--- config.mk ---
export PLATFORM = sky130hd
export DESIGN_NAME = rv32_muldiv
export DESIGN_NICKNAME = d
export VERILOG_FILES = /design/src/rtl/rv32_pkg.sv /design/src/rtl/rv32_div_core.sv /design/src/rtl/rv32_muldiv.sv
export SDC_FILE = /design/constraint.sdc
export NUM_CORES = 2
export LEC_CHECK = 0
export BUFFER_PORTS_ARGS = -buffer_cell sky130_fd_sc_hd__buf_2
export CORE_MARGIN = 2
export CORE_UTILIZATION = 35
export DETAILED_ROUTE_END_ITERATION = 7
export GPL_ROUTABILITY_DRIVEN = 0
export PLACE_DENSITY = 0.54
export SETUP_SLACK_MARGIN = 0.3
export SLEW_MARGIN = 5
export SYNTH_ARGS = -nofsm -noshare
export SYNTH_HDL_FRONTEND = slang
export SYNTH_SLANG_ARGS = --single-unit
--- constraint.sdc ---
create_clock -name clk_i -period 14.35 [get_ports clk_i]
set_input_delay 1.435 -clock clk_i [delete_from_list [all_inputs] [get_ports clk_i]]
set_output_delay 1.435 -clock clk_i [all_outputs]
set_load 0.02 [all_outputs]
--- src/rtl/rv32_pkg.sv ---
// Shared RV32 execute-stage definitions: ALU opcode encoding, mul/div FSM states
// and the single-step restoring-division helper.
package rv32_pkg;

  localparam int ALU_CONTROL_WIDTH = 5;

  typedef enum logic [ALU_CONTROL_WIDTH-1:0] {
    ALU_ADD    = 5'd0,
    ALU_SUB    = 5'd1,
    ALU_AND    = 5'd2,
    ALU_OR     = 5'd3,
    ALU_XOR    = 5'd4,
    ALU_SLL    = 5'd5,
    ALU_SRL    = 5'd6,
    ALU_SRA    = 5'd7,
    ALU_SLT    = 5'd8,
    ALU_SLTU   = 5'd9,
    ALU_LUI    = 5'd10,
    ALU_MUL    = 5'd16,
    ALU_MULH   = 5'd17,
    ALU_MULHSU = 5'd18,
    ALU_MULHU  = 5'd19,
    ALU_DIV    = 5'd20,
    ALU_DIVU   = 5'd21,
    ALU_REM    = 5'd22,
    ALU_REMU   = 5'd23
  } alu_control_t;

  typedef enum logic [1:0] {
    IDLE = 2'd0,
    MUL  = 2'd1,
    DIV  = 2'd2,
    DONE = 2'd3
  } muldiv_state_t;

  // M-ops occupy codes 16..23; divides are 20..23 and bit 1 selects remainder.
  function automatic logic is_mop(input logic [ALU_CONTROL_WIDTH-1:0] c);
    return (c[4:3] == 2'b10);
  endfunction

  function automatic logic is_div_op(input logic [ALU_CONTROL_WIDTH-1:0] c);
    return (c[4:2] == 3'b101);
  endfunction

  function automatic logic is_signed_div(input logic [ALU_CONTROL_WIDTH-1:0] c);
    return (c == ALU_DIV) || (c == ALU_REM);
  endfunction

  // One restoring step: returns {remainder, quotient} after shifting in quot[31].
  function automatic logic [63:0] div_step(input logic [31:0] rem,
                                           input logic [31:0] quot,
                                           input logic [31:0] dvs);
    logic [32:0] sh;
    logic [32:0] diff;
    sh   = {rem, quot[31]};
    diff = sh - {1'b0, dvs};
    if (diff[32]) begin
      return {sh[31:0], quot[30:0], 1'b0};
    end else begin
      return {diff[31:0], quot[30:0], 1'b1};
    end
  endfunction

endpackage

--- src/rtl/rv32_div_core.sv ---
// Iterative 32-bit unsigned restoring divider. The start edge performs the first
// step, so busy_o stays high for exactly 31 further cycles.
module rv32_div_core
  import rv32_pkg::*;
(
  input  logic        clk_i,
  input  logic        rst_i,
  input  logic        start_i,
  input  logic [31:0] dividend_i,
  input  logic [31:0] divisor_i,
  output logic [31:0] quotient_o,
  output logic [31:0] remainder_o,
  output logic        busy_o
);

  logic [31:0] r_quot;
  logic [31:0] r_rem;
  logic [31:0] r_div;
  logic [5:0]  r_cnt;
  logic        r_busy;
  logic [63:0] w_first;
  logic [63:0] w_next;

  assign w_first = div_step(32'd0, dividend_i, divisor_i);
  assign w_next  = div_step(r_rem, r_quot, r_div);

  always_ff @(posedge clk_i or posedge rst_i) begin
    if (rst_i) begin
      r_quot <= 32'd0;
      r_rem  <= 32'd0;
      r_div  <= 32'd0;
      r_cnt  <= 6'd0;
      r_busy <= 1'b0;
    end else if (start_i) begin
      r_rem  <= w_first[63:32];
      r_quot <= w_first[31:0];
      r_div  <= divisor_i;
      r_cnt  <= 6'd31;
      r_busy <= 1'b1;
    end else if (r_busy) begin
      r_rem  <= w_next[63:32];
      r_quot <= w_next[31:0];
      r_cnt  <= r_cnt - 6'd1;
      r_busy <= (r_cnt != 6'd1);
    end
  end

  assign quotient_o  = r_quot;
  assign remainder_o = r_rem;
  assign busy_o      = r_busy;

endmodule

--- src/rtl/rv32_muldiv.sv ---
// Multi-cycle RV32M execute unit: one-cycle multiplier, 32-step divider, with
// divide-by-zero and signed overflow resolved at start.
module rv32_muldiv
  import rv32_pkg::*;
#(
  parameter int XLEN = 32
) (
  input  logic                         clk_i,
  input  logic                         rst_i,
  input  logic [ALU_CONTROL_WIDTH-1:0] alu_control_i,
  input  logic [XLEN-1:0]              read_data_1_i,
  input  logic [XLEN-1:0]              read_data_2_i,
  output logic                         running_o,
  output logic                         done_o,
  output logic [XLEN-1:0]              result_o
);

  muldiv_state_t r_state;
  logic [ALU_CONTROL_WIDTH-1:0] r_op;
  logic [31:0] r_a;
  logic [31:0] r_b;
  logic        r_neg_q;
  logic        r_neg_r;
  logic        r_running;
  logic        r_done;
  logic [31:0] r_result;

  logic        w_mop;
  logic        w_div_op;
  logic        w_sdiv;
  logic        w_div_zero;
  logic        w_ovf;
  logic        w_div_start;
  logic [31:0] w_abs1;
  logic [31:0] w_abs2;
  logic [31:0] w_special;
  logic [31:0] w_quot;
  logic [31:0] w_rem;
  logic        w_div_busy;
  logic [31:0] w_div_result;
  logic [63:0] w_a_ext;
  logic [63:0] w_b_ext;
  logic [63:0] w_prod;
  logic [31:0] w_mul_result;

  assign w_mop       = is_mop(alu_control_i);
  assign w_div_op    = is_div_op(alu_control_i);
  assign w_sdiv      = is_signed_div(alu_control_i);
  assign w_div_zero  = (read_data_2_i == 32'd0);
  assign w_ovf       = w_sdiv && (read_data_1_i == 32'h8000_0000) && (read_data_2_i == 32'hFFFF_FFFF);
  assign w_div_start = (r_state == IDLE) && w_mop && w_div_op && !w_div_zero && !w_ovf;
  assign w_abs1      = (w_sdiv && read_data_1_i[31]) ? (32'd0 - read_data_1_i) : read_data_1_i;
  assign w_abs2      = (w_sdiv && read_data_2_i[31]) ? (32'd0 - read_data_2_i) : read_data_2_i;

  // Results for operations that never enter the divider.
  always_comb begin
    w_special = 32'd0;
    if (w_div_zero) begin
      w_special = alu_control_i[1] ? read_data_1_i : 32'hFFFF_FFFF;
    end else begin
      w_special = alu_control_i[1] ? 32'd0 : 32'h8000_0000;
    end
  end

  rv32_div_core u_div (
    .clk_i       (clk_i),
    .rst_i       (rst_i),
    .start_i     (w_div_start),
    .dividend_i  (w_abs1),
    .divisor_i   (w_abs2),
    .quotient_o  (w_quot),
    .remainder_o (w_rem),
    .busy_o      (w_div_busy)
  );

  assign w_div_result = r_op[1] ? (r_neg_r ? (32'd0 - w_rem)  : w_rem)
                                : (r_neg_q ? (32'd0 - w_quot) : w_quot);

  // Sign-extend to 64 bits so a plain unsigned multiply yields the two's-complement product.
  assign w_a_ext      = {{32{((r_op == ALU_MULH) || (r_op == ALU_MULHSU)) && r_a[31]}}, r_a};
  assign w_b_ext      = {{32{(r_op == ALU_MULH) && r_b[31]}}, r_b};
  assign w_prod       = w_a_ext * w_b_ext;
  assign w_mul_result = (r_op == ALU_MUL) ? w_prod[31:0] : w_prod[63:32];

  always_ff @(posedge clk_i or posedge rst_i) begin
    if (rst_i) begin
      r_state   <= IDLE;
      r_op      <= 5'd0;
      r_a       <= 32'd0;
      r_b       <= 32'd0;
      r_neg_q   <= 1'b0;
      r_neg_r   <= 1'b0;
      r_running <= 1'b0;
      r_done    <= 1'b0;
      r_result  <= 32'd0;
    end else begin
      r_done <= 1'b0;
      case (r_state)
        IDLE: begin
          if (w_mop) begin
            r_op    <= alu_control_i;
            r_a     <= read_data_1_i;
            r_b     <= read_data_2_i;
            r_neg_q <= w_sdiv && (read_data_1_i[31] ^ read_data_2_i[31]);
            r_neg_r <= w_sdiv && read_data_1_i[31];
            if (!w_div_op) begin
              r_state   <= MUL;
              r_running <= 1'b1;
            end else if (w_div_zero || w_ovf) begin
              r_state  <= DONE;
              r_done   <= 1'b1;
              r_result <= w_special;
            end else begin
              r_state   <= DIV;
              r_running <= 1'b1;
            end
          end
        end
        MUL: begin
          r_state   <= DONE;
          r_done    <= 1'b1;
          r_running <= 1'b0;
          r_result  <= w_mul_result;
        end
        DIV: begin
          if (!w_div_busy) begin
            r_state   <= DONE;
            r_done    <= 1'b1;
            r_running <= 1'b0;
            r_result  <= w_div_result;
          end
        end
        DONE: begin
          r_state <= IDLE;
        end
        default: begin
          r_state   <= IDLE;
          r_running <= 1'b0;
        end
      endcase
    end
  end

  assign running_o = r_running;
  assign done_o    = r_done;
  assign result_o  = r_result;

endmodule

# ---- Yosys cells after proc, flatten, opt, wreduce, memory -nomap -nowiden
# Cells that the tools add are included.
dict set report totals {
  input_bits 71
  ram_bits 0
  latch_bits 0
  output_inout_bits 34
  wordCells 104
  register_bits 210
  romBits 0
  mem_count 0
}
dict set report classes {
  n_div 0
  muxes 39
  add_sub_neg 7
  shifts 0
  n_reduce_logical 24
  eq_ne 18
  order_cmp 0
  n_mul 1
  n_bitwise 1
}
# op n
set ops {}
lappend ops {{$mux 32} 17}
lappend ops {{$mux 64} 2}
lappend ops {{$sub 1x32->32 const A} 4}
lappend ops {{$pmux 32 s3} 1}
lappend ops {{$eq 32x32->1 const B} 2}
lappend ops {{$mul 33x33->64} 1}
lappend ops {{$sub 1x32->33} 1}
lappend ops {{$sub 33x32->33} 1}
lappend ops {{$logic_not 32->1} 1}
lappend ops {{$eq 5x5->1 const B} 5}
lappend ops {{$mux 6} 2}
lappend ops {{$logic_and 1x1->1} 11}
lappend ops {{$mux 1} 11}
lappend ops {{$pmux 2 s4} 1}
lappend ops {{$eq 2x2->1 const B} 3}
lappend ops {{$mux 2} 3}
lappend ops {{$ne 2x2->1 const B} 3}
lappend ops {{$ne 6x1->1 const B} 1}
lappend ops {{$pmux 1 s3} 2}
lappend ops {{$sub 6x1->6 const B} 1}
lappend ops {{$reduce_and 5->1} 1}
lappend ops {{$reduce_and 2->1} 2}
lappend ops {{$reduce_and 4->1} 1}
lappend ops {{$eq 3x3->1 const B} 1}
lappend ops {{other kinds (9)} 12}

# ---- Longest topological paths before layout
dict set report logic_depth {
  depth_word 9
  mapped_depth 32
  depth_no_buf 30
}

# ---- Hierarchy
# Synthesis repeated with hierarchy kept, for this count alone.
dict set report unflattened {
  cells_unflattened 5987
  area_unflattened_um2 52738.1
}
# mod area_each_um2 n_inst cells_per_inst seq_area_each_um2
set by_module_without_submodules {}
lappend by_module_without_submodules {rv32_muldiv 45994.1 1 5205 2677.6}
lappend by_module_without_submodules {rv32_div_core 6744.0 1 782 2577.5}

# ---- Worst setup path after synthesis
# OpenSTA, ideal clock, no wires.
dict set report synth_path {
  path_kind {flip-flop to flip-flop}
  from {reg r_op[0]}
  to {reg r_result[31] (netlist: result_o[31])}
  path_buffers 1
  setup_slack_ns 5.791
  setup_ns 0.131
  synth_period_minus_slack_ns 8.559
  arrival_time_ns 8.428
  path_stages_with_launch 32
  required_ns 14.219
  cell_sequence {dfrtp_1 xor2_1 nand2_1 nor2_1 clkbuf_1 nand2_1 inv_1 fa_1 inv_1 fa_1 inv_1 fa_1 inv_1 fa_1 inv_1 fa_1 fa_1 fa_1 inv_1 fa_1 inv_1 ha_1 a21o_1 a31oi_1 a21boi_0 nand2_1 nor4_1 nor3_1 o41ai_1 mux2_2 nand2_1 a21oi_1}
}
dict set report synth_via {
  elab_chain_len 6
  elab_cells_between_ends 9
  cone_classes {1 x mul; 3 x eq/ne; 2 x mux; 3 x reduce/logical}
}
# element line_no
set synth_lines {}
lappend synth_lines {{from (decl)} rv32_muldiv.sv:19} ;# logic [ALU_CONTROL_WIDTH-1:0] r_op;
lappend synth_lines {{from (signal assigned)} rv32_muldiv.sv:101} ;# r_op <= alu_control_i;
lappend synth_lines {{$eq 5x5->1, on equally long branches} {rv32_muldiv.sv:80, rv32_muldiv.sv:81}}
lappend synth_lines {{$logic_or 1x1->1} rv32_muldiv.sv:80} ;# assign w_a_ext = {{32{((r_op == ALU_MULH) || (r_op == ALU_MULHSU)) && r_a[31]}}, r_a};
lappend synth_lines {{$logic_and 1x1->1} rv32_muldiv.sv:80}
lappend synth_lines {{$mul 33x33->64} rv32_muldiv.sv:82} ;# assign w_prod = w_a_ext * w_b_ext;
lappend synth_lines {{$mux 32 (*)} rv32_muldiv.sv:83} ;# assign w_mul_result = (r_op == ALU_MUL) ? w_prod[31:0] : w_prod[63:32];
lappend synth_lines {{$pmux 32 s3 (*)} rv32_muldiv.sv:98} ;# case (r_state)
lappend synth_lines {{to (signal assigned)} rv32_muldiv.sv:112} ;# r_result <= w_special;
lappend synth_lines {{to (signal assigned)} rv32_muldiv.sv:123} ;# r_result <= w_mul_result;
lappend synth_lines {{to (signal assigned)} rv32_muldiv.sv:130} ;# r_result <= w_div_result;
lappend synth_lines {{to (decl)} rv32_muldiv.sv:26} ;# logic [31:0] r_result;
# Every way passes the cells marked *; elsewhere a longest branch is shown, timed or not.
# A chain may end at the register's enable or synchronous reset.

# ---- Final worst setup path
# Same ends and word-level chain as after synthesis.

==> impl_metrics.toml <==
[worst_setup_path]
cp_max_fo = 31
critPathCaptureType = "flop"
r2r_slack_ns = 4.62
path_class = "reg -> reg"
start_kind = "flop"
worstPathRequired_ns = 14.78
critPathSlowestCell = "fa_1"
cp_common_cell = "fa_1"
critPathArrivalTime_ns = 10.17
slowest_delay_ns = 0.79

[global_route]
antenna_found_initial = 18
grt_max_degree = 86
grt_pass1_vias = 42835
track_usage = 0.211
grt_pass1_wl_um = 253000
overflow = 0

[die]
die_h_um = 392
ios = 105
coreArea_um2 = 150000
die_x_um = 392
dieArea_um2 = 154000
num_rows = 142
start_util = 0.352

[logic_synthesis]
synth_async_sr_flop_share = 1.00
synth_edf_count = 0
synth-main-ff-cell = "dfrtp_1"
synth.cells.most_frequent = "1,232 x inv_1, 1,126 x fa_1, 991 x nand2_1"
synth-seq-cells = 210
yosysMostFrequentCell = "inv_1"
synth_cells = 5995
ys_top_cells_by_area = "fa_1 43%, dfrtp_1 10%, inv_1 8.8%"
seq_area_frac_synth = 0.0996
synth_cell_types = 89
synth_top_area_frac = 0.427
synth_top_area_cell = "fa_1"
synth_area_um2 = 52800
syn_avg_cell_area_um2 = 8.80
syn_nets = 7449
ys_warn_count = 0

[clocking]
htree_levels = 1
numCtsBuffers = 27
cts_tree = "yes"
postCtsSetupBuffers = 0
clockBufferDepth = 3
cts.sinks = 210
clock_latency_ns = 0.56
clkTransAtPathRegs_ns = 0.07
ctsResizeCount = 0
cts_hold_buf = 0
clockRootBuffer = "clkbuf_16"

[route]
wl_per_cell_um = 20.0
wl_um = 158000
initialDrtViolationCount = 2882
antenna_left = 0
drt_pass1_iterations = 5
via_per_inst = 5.12
drc_errors = 0
vias = 40380

[finish]
regArea_um2 = 5270
area_growth_pct = 6.19
layout.nets = 7301
filler_cell_count = 15387
drive_gt1_frac = 0.0595
multi_input_area_um2 = 41500

[timing]
slew_headroom = 0.234
finalCriticalPeriod_ns = 9.73
fin_crit_sh = 0.678
setup_slack_ns = 4.62
setup_viol = 0
fin_skew_ns = 0.0155
hold_violations = 0
final_max_slew_viol_count = 0
rsz0062_at_grt = "no"
tightest_slew_ns = 1.15
final.setup.tns_ns = 0
fmax_mhz = 103

[hold_path]
worst_hold_path_type = "reg -> reg"

[place]
place.detailed.hpwl_um = 128000
io_buffers = 104
pre_cts_ws_ns = 4.69

[flow_run]
max-cap-violations = 0

[run_status]
outcome = "completed"
cells by family (layout without fill, tap and decap cells):
| family | count (synthesis) | count (layout) | share of synthesized area |
|---|---|---|---|
| and+or+nand+nor | 1785 | 1785 | 0.157 |
| buffers and inverters | 1590 | 1461 | 0.114 |
| adders and majority gates | 1383 | 1383 | 0.488 |
| AOI/OAI and AO/OA | 700 | 700 | 0.0829 |
| xor gates and xnor gates | 220 | 220 | 0.0367 |
| DFF | 210 | 210 | 0.0996 |
| muxes | 107 | 107 | 0.0218 |
| other | 0 | 3 | 0 |
final timing paths:
kind | start | cells past startpoint | endpoint
max | r_op[0] | 31 | result_o[31]
min | result_o[1] | 2 | result_o[1]
max reg2reg | r_op[0] | 31 | result_o[31]
min reg2reg | result_o[1] | 2 | result_o[1]
max in group asynchronous | rst_i | 3 | u_div.busy_o
min in group asynchronous | rst_i | 2 | r_b[27]
final cells by class:
cell class / count / share of cell area
clock buffers: 39 / 0.0139
flip-flops and latches: 210 / 0.0941
clock inverters: 9 / 0.00315
well taps: 2016 / 0.0450
diodes: 3 / 0.000134
repair buffers: 179 / 0.0193
inverters: 1234 / 0.0828
multi-input cells: 4195 / 0.741
placed cells by master, fill, tap and decap left out, types with 17 or more instances in the layout:
master	instances
or2_2	20
a22oi_1	17
ha_1	257
dfrtp_1	196
o211ai_1	28
nor4_1	17
nand3_1	35
nor2_1	190
nor3_1	40
o31ai_1	41
nand2_1	990
or3_1	26
xnor2_1	132
o41ai_1	17
and2_1	323
mux2_2	65
buf_4	75
nand2b_1	32
a21oi_1	194
mux2i_1	42
a21o_1	34
fa_1	1126
nand4_1	22
clkbuf_16	27
o21ai_0	206
a211oi_1	29
inv_1	1231
and3_1	19
xor2_1	86
buf_2	104
a31oi_1	24
metrics by stage:
step	hold WS (ns)	utilization	instances	cell area, um^2
2_1_floorplan	0.447	-	5995	52800
3_3_place_gp	0.471	0.368	7834	55100
3_5_place_dp	0.466	0.368	7834	55100
4_1_cts	0.480	0.374	7882	56000
5_1_grt	0.510	0.374	7884	56000
6_report	0.478	0.374	7885	56000
registers in the layout (all words and copies together), names as in the netlist:
register           count
r_b                   32
r_op                   5
u_div.remainder_o     32
r_neg_q                1
r_state                2
running_o              1
r_a                   32
u_div.r_div           32
r_neg_r                1
done_o                 1
u_div.quotient_o      32
u_div.busy_o           1
result_o              32
u_div.r_cnt            6
per-layer routing:
| metal | GRT usage | routed length, um | up-vias |
|---|---|---|---|
| met1 | 0.291 | 69100 | 21069 |
| met2 | 0.353 | 75000 | 1179 |
| met4 | 0.0470 | 4380 | 16 |
| met5 | 0 | 99 | - |
| li1 | - | - | 17900 |
| met3 | 0.0257 | 9240 | 216 |
worst max-delay path: cells and delay by family, from the launching register on:
family / cells / cell delay [ns]
fa+ha+maj: 9 / 4.91
buf+inv: 8 / 1.38
simple gates: 7 / 1.21
compound gates: 5 / 1.03
flops: 1 / 0.44
mux: 1 / 0.37
xor+xnor: 1 / 0.20
Power is left out: the tool's default activity adds up to more than one toggle a clock period on the data nets, which glitch-free logic cannot reach.
